<file path="config.mk">
export PLATFORM = sky130hd
export DESIGN_NAME = alsu_cmd_driver_flat
export DESIGN_NICKNAME = d
export VERILOG_FILES = /design/src/rtl/alsu_cmd_driver_if.sv /design/src/rtl/alsu_cmd_driver.sv /design/src/flat_wrapper.sv
export SDC_FILE = /design/constraint.sdc
export NUM_CORES = 1
export LEC_CHECK = 0
export BUFFER_PORTS_ARGS = -buffer_cell sky130_fd_sc_hd__buf_2
export CORE_UTILIZATION = 40
export DETAILED_ROUTE_END_ITERATION = 6
export GPL_TIMING_DRIVEN = 0
export HOLD_SLACK_MARGIN = 0.1
export PLACE_DENSITY = 0.73
export SLEW_MARGIN = 20
export SYNTH_ARGS = -nofsm -noshare
export SYNTH_HDL_FRONTEND = slang
export SYNTH_SLANG_ARGS = --single-unit
</file>
<file path="constraint.sdc">
create_clock -name clk -period 2.4 [get_ports clk]
set_clock_uncertainty 0.05 [all_clocks]
set_input_delay 0.36 -clock clk [delete_from_list [all_inputs] [get_ports clk]]
set_output_delay 0.36 -clock clk [all_outputs]
set_load 0.05 [all_outputs]
</file>
<file path="src/rtl/alsu_cmd_driver_if.sv">
// Command/response handshake bundle between a sequencer (master) and alsu_cmd_driver (slave).
// A transfer on either channel happens on a rising clk edge where valid and ready are both 1.
interface alsu_cmd_driver_if;
    logic       cmd_valid;
    logic       cmd_ready;
    logic [2:0] cmd_A;
    logic [2:0] cmd_B;
    logic [2:0] cmd_opcode;
    logic [6:0] cmd_flags;
    logic       rsp_valid;
    logic       rsp_ready;
    logic [5:0] rsp_data;
    logic       rsp_err;

    modport master (
        output cmd_valid, cmd_A, cmd_B, cmd_opcode, cmd_flags, rsp_ready,
        input  cmd_ready, rsp_valid, rsp_data, rsp_err
    );

    modport slave (
        input  cmd_valid, cmd_A, cmd_B, cmd_opcode, cmd_flags, rsp_ready,
        output cmd_ready, rsp_valid, rsp_data, rsp_err
    );
endinterface

</file>
<file path="src/rtl/alsu_cmd_driver.sv">
// Initiator for the ALSU pin interface: drives one command, waits out latency/lockout, returns the result.
// Optional response statistics counters are built when ALSU_DRV_STATS_EN is defined.
module alsu_cmd_driver #(
    parameter int LATENCY        = 2,
    parameter int RECOVER_CYCLES = 16,
    parameter int CNT_W          = 5
) (
    input  logic        clk,
    input  logic        rst,
    alsu_cmd_driver_if.slave bus,
    output logic [2:0]  A,
    output logic [2:0]  B,
    output logic [2:0]  opcode,
    output logic        cin,
    output logic        serial_in,
    output logic        direction,
    output logic        red_op_A,
    output logic        red_op_B,
    output logic        bypass_A,
    output logic        bypass_B,
    input  logic [5:0]  alsu_out,
    input  logic [15:0] alsu_leds,
`ifdef ALSU_DRV_STATS_EN
    output logic [15:0] stat_ops,
    output logic [15:0] stat_errs,
`endif
    output logic [2:0]  state_dbg
);

    typedef enum logic [2:0] {
        IDLE    = 3'd0,
        DRIVE   = 3'd1,
        CAPTURE = 3'd2,
        RECOVER = 3'd3,
        RESP    = 3'd4
    } state_t;

    state_t           state;
    logic [CNT_W-1:0] cnt;
    logic             pred_err;
    logic             led_seen;
    logic             cmd_fire;
    logic             rsp_fire;
    logic             cmd_bad;
    logic             leds_any;

    assign cmd_fire  = bus.cmd_valid & bus.cmd_ready;
    assign rsp_fire  = bus.rsp_valid & bus.rsp_ready;
    assign leds_any  = |alsu_leds;
    assign state_dbg = state;

    // Opcodes 110/111 are illegal, and reduction is only legal for AND/XOR.
    assign cmd_bad = (bus.cmd_opcode == 3'b110) || (bus.cmd_opcode == 3'b111) ||
                     ((bus.cmd_flags[3] || bus.cmd_flags[2]) && (bus.cmd_opcode > 3'b001));

    always_ff @(posedge clk or negedge rst) begin
        if (!rst) begin
            state         <= IDLE;
            cnt           <= '0;
            pred_err      <= 1'b0;
            led_seen      <= 1'b0;
            A             <= '0;
            B             <= '0;
            opcode        <= '0;
            cin           <= 1'b0;
            serial_in     <= 1'b0;
            direction     <= 1'b0;
            red_op_A      <= 1'b0;
            red_op_B      <= 1'b0;
            bypass_A      <= 1'b0;
            bypass_B      <= 1'b0;
            bus.cmd_ready <= 1'b0;
            bus.rsp_valid <= 1'b0;
            bus.rsp_data  <= '0;
            bus.rsp_err   <= 1'b0;
        end else begin
            case (state)
                IDLE: begin
                    if (cmd_fire) begin
                        A             <= bus.cmd_A;
                        B             <= bus.cmd_B;
                        opcode        <= bus.cmd_opcode;
                        {cin, serial_in, direction, red_op_A,
                         red_op_B, bypass_A, bypass_B} <= bus.cmd_flags;
                        pred_err      <= cmd_bad;
                        led_seen      <= 1'b0;
                        cnt           <= '0;
                        bus.cmd_ready <= 1'b0;
                        state         <= DRIVE;
                    end else begin
                        bus.cmd_ready <= 1'b1;
                    end
                end
                DRIVE: begin
                    cnt      <= cnt + 1'b1;
                    led_seen <= led_seen | leds_any;
                    if (cnt == CNT_W'(LATENCY - 1))
                        state <= CAPTURE;
                end
                CAPTURE: begin
                    bus.rsp_data <= alsu_out;
                    bus.rsp_err  <= pred_err | led_seen | leds_any;
                    if (pred_err) begin
                        cnt   <= '0;
                        state <= RECOVER;
                    end else begin
                        bus.rsp_valid <= 1'b1;
                        state         <= RESP;
                    end
                end
                RECOVER: begin
                    // The ALSU ignores its pins during the LED lockout; keep them held until it ends.
                    cnt <= cnt + 1'b1;
                    if (cnt == CNT_W'(RECOVER_CYCLES - 1)) begin
                        bus.rsp_valid <= 1'b1;
                        state         <= RESP;
                    end
                end
                RESP: begin
                    if (bus.rsp_ready) begin
                        bus.rsp_valid <= 1'b0;
                        bus.cmd_ready <= 1'b1;
                        state         <= IDLE;
                    end
                end
                default: begin
                    bus.cmd_ready <= 1'b0;
                    bus.rsp_valid <= 1'b0;
                    state         <= IDLE;
                end
            endcase
        end
    end

`ifdef ALSU_DRV_STATS_EN
    always_ff @(posedge clk or negedge rst) begin
        if (!rst) begin
            stat_ops  <= '0;
            stat_errs <= '0;
        end else if (rsp_fire) begin
            if (stat_ops != 16'hFFFF)
                stat_ops <= stat_ops + 1'b1;
            if (bus.rsp_err && (stat_errs != 16'hFFFF))
                stat_errs <= stat_errs + 1'b1;
        end
    end
`else
    logic unused_rsp_fire;
    assign unused_rsp_fire = rsp_fire;
`endif

endmodule

</file>
<file path="src/flat_wrapper.sv">
// flat-port wrapper written by rule: the top's interface ports become plain ports
module alsu_cmd_driver_flat 
#(
    parameter int LATENCY        = 2,
    parameter int RECOVER_CYCLES = 16,
    parameter int CNT_W          = 5
)
  (clk, rst, A, B, opcode, cin, serial_in, direction, red_op_A, red_op_B, bypass_A, bypass_B, alsu_out, alsu_leds, state_dbg, bus_cmd_valid, bus_cmd_A, bus_cmd_B, bus_cmd_opcode, bus_cmd_flags, bus_rsp_ready, bus_cmd_ready, bus_rsp_valid, bus_rsp_data, bus_rsp_err);
  alsu_cmd_driver_if bus_i ();
  input  logic clk;
  input  logic rst;
  output logic [2:0] A;
  output logic [2:0] B;
  output logic [2:0] opcode;
  output logic cin;
  output logic serial_in;
  output logic direction;
  output logic red_op_A;
  output logic red_op_B;
  output logic bypass_A;
  output logic bypass_B;
  input  logic [5:0] alsu_out;
  input  logic [15:0] alsu_leds;
  output logic [2:0] state_dbg;
  input wire logic [$bits(bus_i.cmd_valid)-1:0] bus_cmd_valid;
  input wire logic [$bits(bus_i.cmd_A)-1:0] bus_cmd_A;
  input wire logic [$bits(bus_i.cmd_B)-1:0] bus_cmd_B;
  input wire logic [$bits(bus_i.cmd_opcode)-1:0] bus_cmd_opcode;
  input wire logic [$bits(bus_i.cmd_flags)-1:0] bus_cmd_flags;
  input wire logic [$bits(bus_i.rsp_ready)-1:0] bus_rsp_ready;
  output wire logic [$bits(bus_i.cmd_ready)-1:0] bus_cmd_ready;
  output wire logic [$bits(bus_i.rsp_valid)-1:0] bus_rsp_valid;
  output wire logic [$bits(bus_i.rsp_data)-1:0] bus_rsp_data;
  output wire logic [$bits(bus_i.rsp_err)-1:0] bus_rsp_err;
  assign bus_i.cmd_valid = bus_cmd_valid;
  assign bus_i.cmd_A = bus_cmd_A;
  assign bus_i.cmd_B = bus_cmd_B;
  assign bus_i.cmd_opcode = bus_cmd_opcode;
  assign bus_i.cmd_flags = bus_cmd_flags;
  assign bus_i.rsp_ready = bus_rsp_ready;
  assign bus_cmd_ready = bus_i.cmd_ready;
  assign bus_rsp_valid = bus_i.rsp_valid;
  assign bus_rsp_data = bus_i.rsp_data;
  assign bus_rsp_err = bus_i.rsp_err;
  alsu_cmd_driver #(.LATENCY(LATENCY), .RECOVER_CYCLES(RECOVER_CYCLES), .CNT_W(CNT_W)) u_core (.clk(clk), .rst(rst), .bus(bus_i), .A(A), .B(B), .opcode(opcode), .cin(cin), .serial_in(serial_in), .direction(direction), .red_op_A(red_op_A), .red_op_B(red_op_B), .bypass_A(bypass_A), .bypass_B(bypass_B), .alsu_out(alsu_out), .alsu_leds(alsu_leds), .state_dbg(state_dbg));
endmodule
</file>
# [Word level (Yosys, flattened, before mapping)]
# Cells that the tools add are included.
[op_classes] add_sub_neg=1 n_lt_le_gt_ge=1 n_eq_ne=14 muxes=18 bitwise_logic=6 reduce_logical=17
[ops] operator="$reduce_or A16 Y1" n=1
[ops] operator="$mux W3" n=5
[ops] operator="$pmux W3 S5" n=1
[ops] operator="$pmux W5 S3" n=1
[ops] operator="$mux W5" n=2
[ops] operator="$eq A3 B3 Y1 const B" n=3
[ops] operator="$ne A2 B1 Y1 const B" n=4
[ops] operator="$reduce_and A4 Y1" n=2
[ops] operator="$eq A3 B2 Y1 const B" n=2
[ops] operator="$mux W1" n=6
[ops] operator="$reduce_and A2 Y1" n=3
[ops] operator="$add A5 B1 Y5 const B" n=1
[ops] operator="$eq A5 B1 Y1 const B" n=1
[ops] operator="$eq A5 B4 Y1 const B" n=1
[ops] operator="$ne A2 B2 Y1 const B" n=2
[ops] operator="$pmux W1 S4" n=1
[ops] operator="$reduce_or A2 Y1" n=2
[ops] operator="$eq A3 B1 Y1 const B" n=1
[ops] operator="$gt A3 B1 Y1 const B" n=1
[ops] operator="$logic_not A3 Y1" n=1
[ops] operator="$logic_or A1 B1 Y1" n=3
[ops] operator="$or A1 B1 Y1" n=3
[ops] operator="$pmux W1 S3" n=1
[ops] operator="$reduce_and A3 Y1" n=1
[ops] operator="other kinds (7)" n=8
[totals] reg_bits=35 inputBits=42 output_inout_bits=28 elab_cells=75

# [Logic depth before layout (Yosys ltp)]
[depth] depth_word=4 ltp_mapped=6 depth_no_buf=6

# [Least setup slack after synthesis]
# OpenSTA, ideal clock, no wires.
[synth_path] kind="reg-to-reg" from="reg u_core.bus.cmd_ready" to="reg u_core.A[2]" setup_ns=0.125 t_arrival_ns=1.791 t_required_ns=2.225 slack_ns=0.434 stages_incl_launch_ff=5 path_buffers=1 cell_sequence="dfrtp_1 -> nand2_1 -> nor4_4 -> buf_6 -> mux2_2"
[synth_via] elab_chain_cells=2
[synth_lines] item="from (decl)" line_no="alsu_cmd_driver_if.sv:22" rtl="output cmd_ready, rsp_valid, rsp_data, rsp_err"
[synth_lines] item="from (signal assigned)" line_no="alsu_cmd_driver.sv:72" rtl="bus.cmd_ready <= 1'b0;"
[synth_lines] item="from (signal assigned)" line_no="alsu_cmd_driver.sv:88" rtl="bus.cmd_ready <= 1'b0;"
[synth_lines] item="from (signal assigned)" line_no="alsu_cmd_driver.sv:91" rtl="bus.cmd_ready <= 1'b1;"
[synth_lines] item="$and A1 B1 Y1" line_no="alsu_cmd_driver.sv:47" rtl="assign cmd_fire = bus.cmd_valid & bus.cmd_ready;"
[synth_lines] item="$reduce_and A2 Y1 (no line)"
[synth_lines] item="to (signal assigned)" line_no="alsu_cmd_driver.sv:80" rtl="A <= bus.cmd_A;"
[synth_lines] item="to (decl)" line_no="alsu_cmd_driver.sv:11" rtl="output logic [2:0] A,"
# No other way between the ends.
# A chain may end at the register's enable or synchronous reset.

# [Worst setup path after layout]
[layout_path] from="reg u_core.state[2], in the netlist u_core.state_dbg[2]" to="reg u_core.opcode[2]"
[layout_via] elab_chain_cells=2
[layout_lines] item="from (decl)" line_no="alsu_cmd_driver.sv:38" rtl="state_t state;"
[layout_lines] item="from (signal assigned)" line_no="alsu_cmd_driver.sv:58" rtl="state <= IDLE;"
[layout_lines] item="from (signal assigned)" line_no="alsu_cmd_driver.sv:89" rtl="state <= DRIVE;"
[layout_lines] item="from (signal assigned)" line_no="alsu_cmd_driver.sv:98" rtl="state <= CAPTURE;"
[layout_lines] item="$logic_not A3 Y1" line_no="alsu_cmd_driver.sv:77" rtl="case (state)"
[layout_lines] item="$reduce_and A2 Y1 (no line)"
[layout_lines] item="to (signal assigned)" line_no="alsu_cmd_driver.sv:82" rtl="opcode <= bus.cmd_opcode;"
[layout_lines] item="to (decl)" line_no="alsu_cmd_driver.sv:13" rtl="output logic [2:0] opcode,"
# No other way between the ends.

==> results.md <==
* Total power at 3.11 mW
* PwrDens at 1510 nW/um2
* Kind of critical path: reg2reg
* Area of placed instances at 1970 um2
* Nets at 242
* Antenna diodes at 0
* Core area at 3720 um2
* Cts repair resizes at 0
* Slew Limit Fails at 0
* First-pass GRT wire length at 5430 um
* Placed Instances at 238
* IO Pins at 70
* Initial antenna violation count at 0
* Peak supply drop at 668 uV
* CP Capture Type: flop
* EDFF count, synth at 0
* Port buffer count at 69
* Row cnt at 22
* Largest net degree at the start of global routing at 36
* Tmin final at 1.87 ns
* Syn Inst Count at 121
* Fin util at 55.3%
* Post-Layout Cell Count at 246
* Syn-to-layout area delta at 31.1%
* Clock sinks at 35
* DR vias at 1229
* Worst-skew pair later-pin latency at 0.28 ns
* DP Wirelength at 2460 um
* Post-Syn Area per Cell at 12.9 um2
* Netlist cell types at 33
* Worst hold slack at 0.111 ns
* Dpl ws at 0.512 ns
* TNS Setup at 0 ns
* Die span in y at 64.6 um
* Vias in the first global route at 1224
* H-tree depth at 2
* DRT iter0 DRCs at 26
* Worst rel slew slack at 47.6%
* Arrival @ worst endpoint at 1.98 ns
* Ys Warns at 0
* CTS clk-pin slew, worst paths at 0.06 ns
* Cts hold-fix bufs at 0
* DRC viols at 0
* Via/cell ratio at 5.00
* Worst hold path class: in2async
* Synth Cell Area at 1570 um2
* Top FF cell, synth: dfrtp_1
* Clock root buffer: clkbuf_8
* Chip width at 64.6 um
* CTS Buf Count at 5
* Syn_nets at 166
* RSZ-0062 raised after global routing: no
* Total Routed Length at 3220 um
* Setup-failing EPs final at 0
* Drt wl/cell at 13.1 um
* WP data required at 2.51 ns
* Worst-Margin Slew at 0.785 ns
* Post-synth ARST share at 100%
* Critical Path Fanout Max at 10
* Final Hold Vio Count at 0
* DRT Pass-1 Iters at 4
* Design area at 2050 um2
* Initial Utilization at 42.2%
* Worst setup margin at 0.532 ns
* Postcts setup bufs at 0
* Remaining Overflow, GRT at 0
* Tcrit/Tclk final at 77.8%
* Status: completed
* Startpoint types: flop
* Share of layout cells above drive strength 1 at 52.0%
* TritonCTS clock tree: built
* Deepest clock path buffer count at 2
* Routed Antenna Nets at 0
* Max-Cap Viols at 0
* F_max at 0.535 GHz
* LEAKAGE at 1.00 nW
* Global Route Usage Sum at 17.7%
* Die ar. at 4170 um2
* Routability cong. at 0.751
* Yosys reg bits at 35
* Sequential cell area fraction in the yosys report at 55.9%
[cell type report]
type                       count  area (um2)
buffer                         4        23.8
clock buffer                   7        76.3
clock inverter                 1        5.00
fill                         341        1660
inverter                       7        26.3
multi-input combinational     75         641
sequential                    35         876
tap                           48        60.1
timing repair buffer          69         345
[where the power goes]
part / total, mW / internal, mW / switching (mW)
combinational: 1.68 / 0.519 / 1.16
clock: 0.396 / 0.203 / 0.193
sequential: 1.04 / 0.866 / 0.169
[cells in the mapped netlist (all sizes together) (2+ instances only)]
library cell | number | area (um2)
mux2i | 4 | 40.0
a21oi | 4 | 20.0
o21ai | 2 | 10.0
clkbuf | 2 | 7.51
a31oi | 2 | 12.5
nand2 | 3 | 11.3
and2 | 2 | 12.5
nor4 | 3 | 33.8
nand2b | 2 | 12.5
dfrtp | 35 | 876
ha | 3 | 37.5
inv | 7 | 26.3
o22ai | 4 | 25.0
nand3b | 2 | 15.0
nor2 | 6 | 22.5
mux2 | 22 | 248
or4 | 3 | 22.5
buf | 2 | 16.3
[worst paths after layout]
kind / from / endpoint / slack [ns] / cells past startpoint
min in group clk: bus_cmd_flags[4] / u_core.direction / 0.26 / 2
worst min register to register: u_core.bus.rsp_data[3] / u_core.bus.rsp_data[3] / 0.45 / 1
worst max-delay path: u_core.state_dbg[2] / u_core.opcode[2] / 0.53 / 3
max in group asynchronous: rst / u_core.cnt[2] / 1.69 / 1
worst max register to register: u_core.state_dbg[2] / u_core.opcode[2] / 0.53 / 3
worst min-delay path: rst / u_core.bypass_A / 0.11 / 1
[registers in the layout, summed over array words and instances (netlist names), 3 cells and up]
register / flops
u_core.bus.rsp_data: 6
u_core.state_dbg: 3
u_core.opcode: 3
u_core.B: 3
u_core.A: 3
u_core.cnt: 5
[cells by family after synthesis]
family                     after synthesis  synth area share, %
buffers and inverters                   11                 3.20
muxes                                   27                 19.8
and+or+nand+nor                         27                 11.1
AOI/OAI and AO/OA                       18                 7.59
DFF                                     35                 55.9
adders and majority gates                3                 2.40
[routing by layer]
metal	wire length [um]	part of all wire (%)	GRT usage (%)	up-vias
li1	-	-	-	598
met1	1380	43	19.9	587
met2	1620	50	29.9	40
met3	155	4.8	5.63	4
met4	61	1.9	9.17	0
met5	0	0	0	-
[worst max-delay path: stages (launching register included)]
cell and delay, ns:
dfrtp_1 0.45, nor4_4 0.67, buf_6 0.24, mux2_2 0.34
[cell usage in the layout, fill, tap and decap left out]
master / count
inv_1: 7
clkbuf_1: 4
a22oi_1: 1
or4_1: 3
buf_6: 1
nor4_1: 2
mux4_2: 1
a41o_1: 1
o22a_1: 1
nor4b_1: 1
a21oi_1: 4
clkbuf_8: 5
o22ai_1: 4
o21ai_0: 2
buf_2: 70
ha_1: 3
nand2b_1: 2
nor4_4: 1
mux2i_1: 4
nor2_1: 6
nor3_1: 1
o31ai_1: 1
or3_1: 1
a31oi_1: 2
nand3b_1: 2
a211oi_1: 1
nand3_1: 1
and2_1: 2
a21bo_2: 1
and3_1: 1
dfrtp_1: 35
mux2_2: 22
clkinv_2: 1
nor3b_2: 1
nand2_1: 3
Note: power is estimated with default switching activity, not from simulation.
